`config.mk`:
```
export PLATFORM = sky130hd
export DESIGN_NAME = circle_scheduler
export DESIGN_NICKNAME = d
export VERILOG_FILES = /design/src/rtl/circle_pkg.sv /design/src/rtl/cmd_fifo.sv /design/src/rtl/circle_scheduler.sv
export SDC_FILE = /design/constraint.sdc
export NUM_CORES = 1
export LEC_CHECK = 0
export ABC_AREA = 1
export BUFFER_PORTS_ARGS = -buffer_cell sky130_fd_sc_hd__buf_4
export CORE_ASPECT_RATIO = 0.6
export CORE_UTILIZATION = 54
export CTS_BUF_LIST = sky130_fd_sc_hd__clkbuf_4 sky130_fd_sc_hd__clkbuf_8
export CTS_CLUSTER_SIZE = 12
export DETAILED_ROUTE_END_ITERATION = 8
export HOLD_SLACK_MARGIN = 0.08
export PLACE_DENSITY = 0.78
export REMOVE_ABC_BUFFERS = 1
export SLEW_MARGIN = 30
export SYNTH_ARGS = -nofsm -noshare
export SYNTH_HDL_FRONTEND = slang
export SYNTH_SLANG_ARGS = --single-unit
```
`constraint.sdc`:
```
create_clock -name CLOCK_50 -period 2.61 [get_ports CLOCK_50]
set_input_delay 0.783 -clock CLOCK_50 [delete_from_list [all_inputs] [get_ports CLOCK_50]]
set_output_delay 0.783 -clock CLOCK_50 [all_outputs]
set_load 0.02 [all_outputs]
```
`src/rtl/circle_pkg.sv`:
```
// Shared types and constants for the circle scheduler: colours, screen size,
// scheduler states and the queued command layout.
package circle_pkg;

    localparam logic [2:0] BLACK  = 3'b000;
    localparam logic [2:0] BLUE   = 3'b001;
    localparam logic [2:0] GREEN  = 3'b010;
    localparam logic [2:0] YELLOW = 3'b110;
    localparam logic [2:0] RED    = 3'b100;
    localparam logic [2:0] WHITE  = 3'b111;

    localparam int unsigned SCREEN_WIDTH  = 160;
    localparam int unsigned SCREEN_HEIGHT = 120;

    typedef enum logic [1:0] {
        ST_IDLE,
        ST_ISSUE,
        ST_WAIT_ENG,
        ST_CLEAR
    } state_e;

    typedef struct packed {
        logic       clear;
        logic [7:0] cx;
        logic [7:0] cy;
        logic [7:0] r;
        logic [2:0] colour;
    } cmd_t;

    localparam int unsigned CMD_W = $bits(cmd_t);

endpackage

```
`src/rtl/cmd_fifo.sv`:
```
// Synchronous first-word-fall-through FIFO; dout shows the head whenever
// empty is low. DEPTH must be a power of two.
module cmd_fifo #(
    parameter int unsigned DEPTH = 4,
    parameter int unsigned WIDTH = 28
) (
    input  logic                     clk,
    input  logic                     reset,
    input  logic                     push,
    input  logic                     pop,
    input  logic [WIDTH-1:0]         din,
    output logic [WIDTH-1:0]         dout,
    output logic                     full,
    output logic                     empty,
    output logic [$clog2(DEPTH):0]   count
);

    localparam int unsigned AW   = $clog2(DEPTH);
    localparam int unsigned CNTW = AW + 1;

    logic [AW-1:0]   wr_ptr_q, wr_ptr_d;
    logic [AW-1:0]   rd_ptr_q, rd_ptr_d;
    logic [CNTW-1:0] count_q, count_d;
    logic [WIDTH-1:0] mem_q [DEPTH];
    logic            do_push, do_pop;

    assign full    = (count_q == CNTW'(DEPTH));
    assign empty   = (count_q == '0);
    assign count   = count_q;
    assign dout    = mem_q[rd_ptr_q];
    assign do_push = push && !full;
    assign do_pop  = pop && !empty;

    always_comb begin
        wr_ptr_d = wr_ptr_q;
        rd_ptr_d = rd_ptr_q;
        count_d  = count_q;
        if (do_push) wr_ptr_d = wr_ptr_q + AW'(1);
        if (do_pop)  rd_ptr_d = rd_ptr_q + AW'(1);
        case ({do_push, do_pop})
            2'b10:   count_d = count_q + CNTW'(1);
            2'b01:   count_d = count_q - CNTW'(1);
            default: count_d = count_q;
        endcase
    end

    always_ff @(posedge clk) begin
        if (reset) begin
            wr_ptr_q <= '0;
            rd_ptr_q <= '0;
            count_q  <= '0;
        end else begin
            wr_ptr_q <= wr_ptr_d;
            rd_ptr_q <= rd_ptr_d;
            count_q  <= count_d;
        end
    end

    always_ff @(posedge clk) begin
        if (do_push) mem_q[wr_ptr_q] <= din;
    end

endmodule

```
`src/rtl/circle_scheduler.sv`:
```
// Queues circle/clear commands, launches the circle engine one command at a
// time, sweeps screen clears itself and drives the registered VGA pixel port.
module circle_scheduler #(
    parameter int unsigned FIFO_DEPTH    = 4,
    parameter int unsigned SCREEN_WIDTH  = 160,
    parameter int unsigned SCREEN_HEIGHT = 120,
    parameter int unsigned ENG_TIMEOUT   = 65535
) (
    input  logic       CLOCK_50,
    input  logic       reset,
    input  logic       cmd_valid,
    output logic       cmd_ready,
    input  logic       cmd_clear,
    input  logic [7:0] cmd_centerx,
    input  logic [7:0] cmd_centery,
    input  logic [7:0] cmd_radius,
    input  logic [2:0] cmd_colour,
    output logic       eng_start,
    output logic [7:0] eng_centerx,
    output logic [7:0] eng_centery,
    output logic [7:0] eng_radius,
    input  logic [7:0] eng_x,
    input  logic [7:0] eng_y,
    input  logic       eng_plot,
    input  logic       eng_done,
    output logic [7:0] vga_x,
    output logic [6:0] vga_y,
    output logic [2:0] vga_colour,
    output logic       vga_plot,
    output logic       busy,
    output logic [2:0] queue_count,
    output logic       err
);
    import circle_pkg::*;

    localparam int unsigned CW = $clog2(FIFO_DEPTH) + 1;
    localparam int unsigned TW = $clog2(ENG_TIMEOUT + 1);
    localparam logic [7:0]    X_LAST  = 8'(SCREEN_WIDTH - 1);
    localparam logic [7:0]    Y_LAST  = 8'(SCREEN_HEIGHT - 1);
    localparam logic [TW-1:0] TMO_LIM = TW'(ENG_TIMEOUT);

    cmd_t          fifo_din, fifo_dout;
    logic          fifo_full, fifo_empty, fifo_push, fifo_pop;
    logic [CW-1:0] fifo_count;

    state_e        state_q, state_d;
    logic [7:0]    cx_q, cx_d, cy_q, cy_d, r_q, r_d;
    logic [2:0]    colour_q, colour_d;
    logic [7:0]    sx_q, sx_d;
    logic [6:0]    sy_q, sy_d;
    logic [TW-1:0] tmo_q, tmo_d;
    logic          err_q, err_d;
    logic          eng_start_q, eng_start_d;
    logic [7:0]    vga_x_q, vga_x_d;
    logic [6:0]    vga_y_q, vga_y_d;
    logic [2:0]    vga_colour_q, vga_colour_d;
    logic          vga_plot_q, vga_plot_d;

    assign cmd_ready = !fifo_full && !reset;
    assign fifo_push = cmd_valid && cmd_ready;
    assign fifo_din  = '{clear: cmd_clear, cx: cmd_centerx, cy: cmd_centery,
                         r: cmd_radius, colour: cmd_colour};

    cmd_fifo #(
        .DEPTH (FIFO_DEPTH),
        .WIDTH (CMD_W)
    ) u_fifo (
        .clk   (CLOCK_50),
        .reset (reset),
        .push  (fifo_push),
        .pop   (fifo_pop),
        .din   (fifo_din),
        .dout  (fifo_dout),
        .full  (fifo_full),
        .empty (fifo_empty),
        .count (fifo_count)
    );

    always_comb begin
        state_d      = state_q;
        cx_d         = cx_q;
        cy_d         = cy_q;
        r_d          = r_q;
        colour_d     = colour_q;
        sx_d         = sx_q;
        sy_d         = sy_q;
        tmo_d        = tmo_q;
        err_d        = err_q;
        eng_start_d  = 1'b0;
        vga_x_d      = vga_x_q;
        vga_y_d      = vga_y_q;
        vga_colour_d = vga_colour_q;
        vga_plot_d   = 1'b0;
        fifo_pop     = 1'b0;
        case (state_q)
            ST_IDLE: begin
                if (!fifo_empty) begin
                    fifo_pop    = 1'b1;
                    cx_d        = fifo_dout.cx;
                    cy_d        = fifo_dout.cy;
                    r_d         = fifo_dout.r;
                    colour_d    = fifo_dout.colour;
                    sx_d        = '0;
                    sy_d        = '0;
                    tmo_d       = '0;
                    eng_start_d = !fifo_dout.clear;
                    state_d     = fifo_dout.clear ? ST_CLEAR : ST_ISSUE;
                end
            end
            // Counter is zero during ISSUE and counts every cycle after it,
            // so the abort lands exactly ENG_TIMEOUT cycles after ISSUE.
            ST_ISSUE: begin
                tmo_d   = tmo_q + TW'(1);
                state_d = ST_WAIT_ENG;
            end
            ST_WAIT_ENG: begin
                vga_plot_d   = eng_plot && (eng_x <= X_LAST) && (eng_y <= Y_LAST);
                vga_x_d      = eng_x;
                vga_y_d      = eng_y[6:0];
                vga_colour_d = colour_q;
                tmo_d        = tmo_q + TW'(1);
                if (eng_done) begin
                    state_d = ST_IDLE;
                end else if ((tmo_q + TW'(1)) == TMO_LIM) begin
                    err_d   = 1'b1;
                    state_d = ST_IDLE;
                end
            end
            ST_CLEAR: begin
                vga_plot_d   = 1'b1;
                vga_x_d      = sx_q;
                vga_y_d      = sy_q;
                vga_colour_d = colour_q;
                if (sx_q == X_LAST) begin
                    sx_d = '0;
                    if (sy_q == Y_LAST[6:0]) state_d = ST_IDLE;
                    else                     sy_d = sy_q + 7'd1;
                end else begin
                    sx_d = sx_q + 8'd1;
                end
            end
            default: state_d = ST_IDLE;
        endcase
    end

    always_ff @(posedge CLOCK_50) begin
        if (reset) begin
            state_q      <= ST_IDLE;
            cx_q         <= '0;
            cy_q         <= '0;
            r_q          <= '0;
            colour_q     <= '0;
            sx_q         <= '0;
            sy_q         <= '0;
            tmo_q        <= '0;
            err_q        <= 1'b0;
            eng_start_q  <= 1'b0;
            vga_x_q      <= '0;
            vga_y_q      <= '0;
            vga_colour_q <= '0;
            vga_plot_q   <= 1'b0;
        end else begin
            state_q      <= state_d;
            cx_q         <= cx_d;
            cy_q         <= cy_d;
            r_q          <= r_d;
            colour_q     <= colour_d;
            sx_q         <= sx_d;
            sy_q         <= sy_d;
            tmo_q        <= tmo_d;
            err_q        <= err_d;
            eng_start_q  <= eng_start_d;
            vga_x_q      <= vga_x_d;
            vga_y_q      <= vga_y_d;
            vga_colour_q <= vga_colour_d;
            vga_plot_q   <= vga_plot_d;
        end
    end

    assign eng_start   = eng_start_q;
    assign eng_centerx = cx_q;
    assign eng_centery = cy_q;
    assign eng_radius  = r_q;
    assign vga_x       = vga_x_q;
    assign vga_y       = vga_y_q;
    assign vga_colour  = vga_colour_q;
    assign vga_plot    = vga_plot_q;
    assign busy        = (state_q != ST_IDLE) || !fifo_empty;
    assign queue_count = 3'(fifo_count);
    assign err         = err_q;

endmodule
```
==> results of run 1 <==
==> critical path, delay by kind of cell, from the launching register on <==
| kind | cells | cell delay [ns] |
|---|---|---|
| simple gates | 2 | 0.46 |
| flops | 1 | 0.34 |
| buf+inv | 1 | 0.18 |
==> per-layer routing <==
| layer | global-route usage | up-vias |
|---|---|---|
| li1 | - | 3108 |
| met1 | 0.354 | 2909 |
| met2 | 0.354 | 180 |
| met3 | 0.0388 | 23 |
| met4 | 0.0668 | 0 |
| met5 | 0 | - |
==> cell families (layout without fill, tap and decap cells) <==
family | Yosys count | after routing | share of synthesized area
simple gates | 338 | 338 | 0.173
flops | 202 | 202 | 0.628
compound gates | 186 | 186 | 0.126
buf+inv | 86 | 214 | 0.0419
fa+ha+maj | 14 | 14 | 0.0222
xor+xnor | 8 | 8 | 0.00852
==> power groups by stage <==
stage          clock, uW  sequential, uW  combinational [uW]
3_5_place_dp           0            4070                2900
3_3_place_gp           0            4060                2840
4_1_cts             2580            4010                2910
2_1_floorplan          0            4350                1430
6_report            2540            4010                2920
5_1_grt             2720            4050                3240
==> layout make-up <==
| type | count | share of cell area |
|---|---|---|
| clock inverter | 7 | 0.00609 |
| inverter | 46 | 0.0175 |
| sequential | 202 | 0.524 |
| multi-input combinational | 546 | 0.279 |
| tap | 198 | 0.0251 |
| timing repair buffer | 117 | 0.0942 |
| clock buffer | 44 | 0.0538 |
==> final timing paths <==
| path | start | end | slack, ns |
|---|---|---|---|
| setup reg to reg | state_q[0] | u_fifo.count[2] | 0.46 |
| hold / removal | cmd_centerx[4] | u_fifo.mem_q[3][23] | 0.44 |
| setup / recovery | u_fifo.count[2] | busy | 0.31 |
| hold reg to reg | err | err | 0.47 |
==> state kept, by name, summed over array words and instances (netlist names), 3 cells and up, named ones only <==
| signal | count |
|---|---|
| colour_q | 3 |
| eng_centerx | 8 |
| eng_centery | 8 |
| eng_radius | 8 |
| sx_q | 8 |
| sy_q | 7 |
| tmo_q | 16 |
| u_fifo.count | 3 |
| u_fifo.mem_q | 112 |
| vga_colour | 3 |
| vga_x | 8 |
| vga_y | 7 |
==> layout by cell type (no fill, tap or decap), types with 2 or more instances in the layout <==
cell type	Yosys	layout
buf_12	0	4
o21bai_1	3	3
nor2_4	2	7
or2_2	2	2
clkbuf_8	0	32
clkbuf_4	0	12
o21ai_0	102	102
nor3_1	20	19
dfxtp_1	90	89
nor3_2	1	2
a21oi_1	33	33
xnor2_1	2	2
buf_4	1	113
xor2_1	6	6
nand2_1	87	87
clkinv_2	0	6
nand2_2	4	4
ha_1	13	13
o21ai_1	2	2
nor3b_1	2	2
inv_1	44	43
o221ai_1	14	14
nor2_1	178	173
nand4_1	9	9
edfxtp_1	112	112
clkinv_1	1	2
nor2_2	6	6
a31oi_1	29	29
nand3_1	23	23
==> stage by stage <==
| stage | cells | hold slack (ns) | worst slack, ns | utilization | setup TNS (ns) |
|---|---|---|---|---|---|
| 4_1_cts | 1160 | 0.413 | 0.0951 | 0.671 | 0 |
| 2_1_floorplan | 794 | 0.440 | -0.967 | - | -65.93 |
| 5_1_grt | 1160 | 0.419 | 0.184 | 0.672 | 0 |
| 3_5_place_dp | 1109 | 0.459 | 0.399 | 0.631 | 0 |
| 3_3_place_gp | 1109 | 0.449 | 0.433 | 0.631 | 0 |
| 6_report | 1160 | 0.445 | 0.310 | 0.672 | 0 |
==> flow_summary.ini, run 1 <==
[power]
total_power_uw = 9470
switchingPower_uw = 3330
peakVddDrop_mv = 0.564
total_leakage_power_uw = 0.00365
pwr-share-clk = 0.268
p_comb_frac = 0.308
power_frac_seq = 0.424
internal-power_uw = 6140
switching_share = 0.352
powerDensity_mw_per_mm2 = 960

[final_layout]
multi_input_area_mm2 = 0.00275
drive_gt1_frac = 0.201
diodes = 0
final_area_mm2 = 0.00986
n_fill_cell = 1151
regArea_mm2 = 0.00517
layout.nets = 1004
area_growth_pct = 19.9

[floorplan]
die-area_mm2 = 0.0157
row_count = 34
die_height_um = 97.6
die_w_um = 161
initial_core_util = 0.560
io_pins = 99
core_mm2 = 0.0147

[drt]
antenna_left = 0
drc = 0
dr.pass1.iters = 5
num_vias = 6220
wl_met3_mm = 1.07
dr_wl_met2_mm = 7.74
totalWireLength_mm = 18.1
vias_per_cell = 5.36
drtIter0Drc = 528
wl_per_cell_um = 15.6
wl_met1_mm = 9.01
top_layer = met4

[synthesis]
syn_area_mm2 = 0.00822
synth_most_common_cell = nor2_1
synth_area_leaders = edfxtp_1, dfxtp_1, nor2_1
ys.flop_type = edfxtp_1
ys_types = 38
ys.warnings.count = 0
ys_top_cells_by_count = nor2_1, edfxtp_1, o21ai_0
syn_area_per_cell_um2 = 9.86
seq_area_frac_synth = 0.628
synth_top_area_share = 0.409
ys_async_sr_fraction = 0
synth_edf_count = 112
synth_cells = 834
synth_seq_cells = 202
synth_top_cell_by_area = edfxtp_1

[timing]
min_period_over_period = 0.881
setup_violations = 0
max-slew-margin-rel = 0.456
worst_pin_slew_ns = 0.809
rsz0062_at_grt = false
drv_slew = 0
final_hold_viol_count = 0
skew_ns = 0.0176
fmax_mhz = 435
finalCriticalPeriod_ns = 2.30

[global_routing]
grt_pass1_wl_mm = 29.3
grt_antenna_before_repair = 0
grt_max_degree = 59
gr-usage-all-layers = 0.236
grt_pass1_vias = 5763
grt_overflow = 0

[setup_path]
worstRegToRegCells = 11
cpPeakStageDelay_ns = 0.34
crit_path_top_delay_cell = dfxtp_1
crit_chain = nor3_2, nand2_1, buf_4
end_kind = output port
startpoint_type = flip-flop
crit_type = flip-flop to output port
cp_max_fo = 4
worstPathArrival_ns = 1.52
worstPathRequired_ns = 1.83

[clock_tree]
cts_tree = yes
cts_root_buffer = clkbuf_8
postCtsSetupBuffers = 0
cts_buffer_depth = 3
clkLatencyLatePin_ns = 0.54
htreeDepth = 1
clock-sinks = 202
cts_resized = 0
cts_made_buffers = 28
hold_buffers = 0
clk_pin_slew_worst_paths_ns = 0.07

[placement]
post_dp_cell_area_mm2 = 0.00926
place_hpwl_mm = 11.3
gp_congestion = 0.833
io_buffers = 98

[min_path]
hold_class = primary input to flip-flop
min_path_cells = 1

[outcome]
status = finished, final reports clean

[job]
maxCapViolations = 0
Note: power is estimated with default switching activity, not from simulation.
==> run 2: changes to the inputs <==
ABC_AREA = 0   (was 1)
==> flow_summary.ini, run 2 <==
[setup_path]
crit_family = buffers and inverters
crit_chain = inv_2, ha_4, nor4b_2, buf_4, inv_1, buf_4
cpPeakStageDelay_ns = 0.36
crit_path_top_delay_cell = dfxtp_2
worst-path-buf-inv = 4
worstPathArrival_ns = 1.74
worstRegToRegCells = 7
startpoint_type = flip-flop
worstPathRequired_ns = 1.83
cp_max_fo = 6
end_kind = output port
crit_type = flip-flop to output port
crit_path_frequent_cell = buf_4
cp_num_cells = 6

[drt]
drc = 0
vias_per_cell = 5.61
num_vias = 5528
totalWireLength_mm = 17.6
antenna_left = 0
drtIter0Drc = 393
dr.pass1.iters = 8
wl_per_cell_um = 17.9

[synthesis]
ys.flop_type = edfxtp_1
syn_area_mm2 = 0.00817
synth_most_common_cell = edfxtp_1
seq_area_frac_synth = 0.632
synth_edf_count = 112
ys.warnings.count = 0
ys_async_sr_fraction = 0
ys_top_cells_by_count = edfxtp_1, dfxtp_1, nand2_1
synth_cells = 655
ys_types = 56
synth_seq_cells = 202
synth_top_cell_by_area = edfxtp_1
syn_area_per_cell_um2 = 12.5
synth_top_area_share = 0.412
synth_area_leaders = edfxtp_1, dfxtp_1, mux4_2

[floorplan]
die_height_um = 97.3
core_mm2 = 0.0146
io_pins = 99
die_w_um = 161
row_count = 34
die-area_mm2 = 0.0156
initial_core_util = 0.558

[global_routing]
grt_pass1_vias = 5379
grt_overflow = 0
gr-usage-all-layers = 0.225
grt_max_degree = 81
grt_pass1_wl_mm = 27.7
grt_antenna_before_repair = 0

[final_layout]
layout.nets = 828
final_area_mm2 = 0.00984
final_cell_mix = buf_4, edfxtp_1, dfxtp_1
reg.largest.list = u_fifo.mem_q: 112 flops, tmo_q: 16 flops
n_fill_cell = 1063
fin_util = 0.673
drive_gt1_frac = 0.274
largest_register_ff_count = 112
area_growth_pct = 20.5
diodes = 0
top_register = u_fifo.mem_q

[placement]
io_buffers = 98
post_dp_cell_area_mm2 = 0.00920
gp_congestion = 0.858
pre_cts_ws_ns = 0.0597
place_hpwl_mm = 11.1

[clock_tree]
cts_tree = yes
clk_pin_slew_worst_paths_ns = 0.07
cts_buffer_depth = 3
clock-sinks = 202
clkLatencyLatePin_ns = 0.55
htreeDepth = 1
cts_made_buffers = 28
cts_root_buffer = clkbuf_8

[power]
total_leakage_power_uw = 0.00357
peakVddDrop_mv = 0.438
total_power_uw = 9320
powerDensity_mw_per_mm2 = 947

[timing]
max-slew-margin-rel = 0.401
finalWorstSetupSlack_ns = 0.0849
rsz0062_at_grt = false
setup_violations = 0
worst_pin_slew_ns = 0.898
fmax_mhz = 396
skew_ns = 0.0246
drv_slew = 0
final_hold_viol_count = 0
finalCriticalPeriod_ns = 2.53
min_period_over_period = 0.967

[min_path]
min_path_cells = 1
hold_class = primary input to flip-flop

[job]
maxCapViolations = 0

[outcome]
status = finished, final reports clean
## run 2: cell count changes in the layout (fill, tap and decap cells not counted), sizes merged, moves of 7 or more
cell    previous run  this run
o221ai            14         0
a31oi             29         2
mux2i              0        16
nand2             91        77
o21ai            104        16
nand3             24        12
nor3              21         9
and3               1         9
xor2               6        13
nor2             186        72
mux4               0        28
a21oi             33        64
inv               44        14
## run 2: timing repair
item	4_1_cts	5_1_grt
buffers inserted	0	1
pin swaps	0	0
resized for setup	6	4
endpoints found under the hold margin	0	0
endpoints found under the setup margin	1	4
hold buffers	0	0
## run 2: through the flow
step | TNS [ns] | hold slack [ns] | instances
after floorplan | -28.98 | 0.427 | 619
after global placement | 0 | 0.442 | 932
after detailed placement | 0 | 0.447 | 932
after CTS | 0 | 0.401 | 984
after global routing | 0 | 0.401 | 985
final | 0 | 0.435 | 985
## run 2: report_power, final
group	switching, uW	internal, uW	total, uW
combinational	1680	1140	2830
clock	1150	1380	2530
sequential	229	3740	3970
## run 2: layout make-up
type | count | area, um2 | share of cell area
clock inverters | 9 | 75.1 | 0.00763
inverters | 14 | 52.6 | 0.00534
well taps | 198 | 248 | 0.0252
clock buffers | 43 | 523 | 0.0531
multi-input cells | 403 | 2860 | 0.290
repair buffers | 116 | 921 | 0.0936
flip-flops and latches | 202 | 5170 | 0.525
## run 2: worst paths after layout
kind	start	to	slack, ns
setup / recovery	state_q[1]	busy	0.08
hold reg to reg	eng_centery[5]	eng_centery[5]	0.45
hold / removal	cmd_radius[3]	u_fifo.mem_q[0][6]	0.43
setup reg to reg	tmo_q[0]	err	0.17
## run 2: kinds of logic (layout without fill, tap and decap cells)
group | count (synthesis) | in the layout | share of synthesized area
and+or+nand+nor | 217 | 217 | 0.126
xor gates and xnor gates | 21 | 21 | 0.0225
buffers and inverters | 50 | 182 | 0.0241
AOI/OAI and AO/OA | 107 | 107 | 0.0761
muxes | 44 | 44 | 0.0968
adders and majority gates | 14 | 14 | 0.0224
DFF | 202 | 202 | 0.632
## run 2: layer usage
| layer | track usage | routed length [um] | up-vias |
|---|---|---|---|
| li1 | - | - | 2605 |
| met1 | 0.333 | 8450 | 2749 |
| met2 | 0.347 | 8160 | 147 |
| met3 | 0.0388 | 802 | 27 |
| met4 | 0.0544 | 198 | 0 |
| met5 | 0 | 0 | - |
## run 2: worst reg2reg max path: cells and delay by family, from the launching register on
family	cells	cell delay, ns
simple gates	4	1.28
flops	1	0.47
fa+ha+maj	1	0.30
compound gates	2	0.28
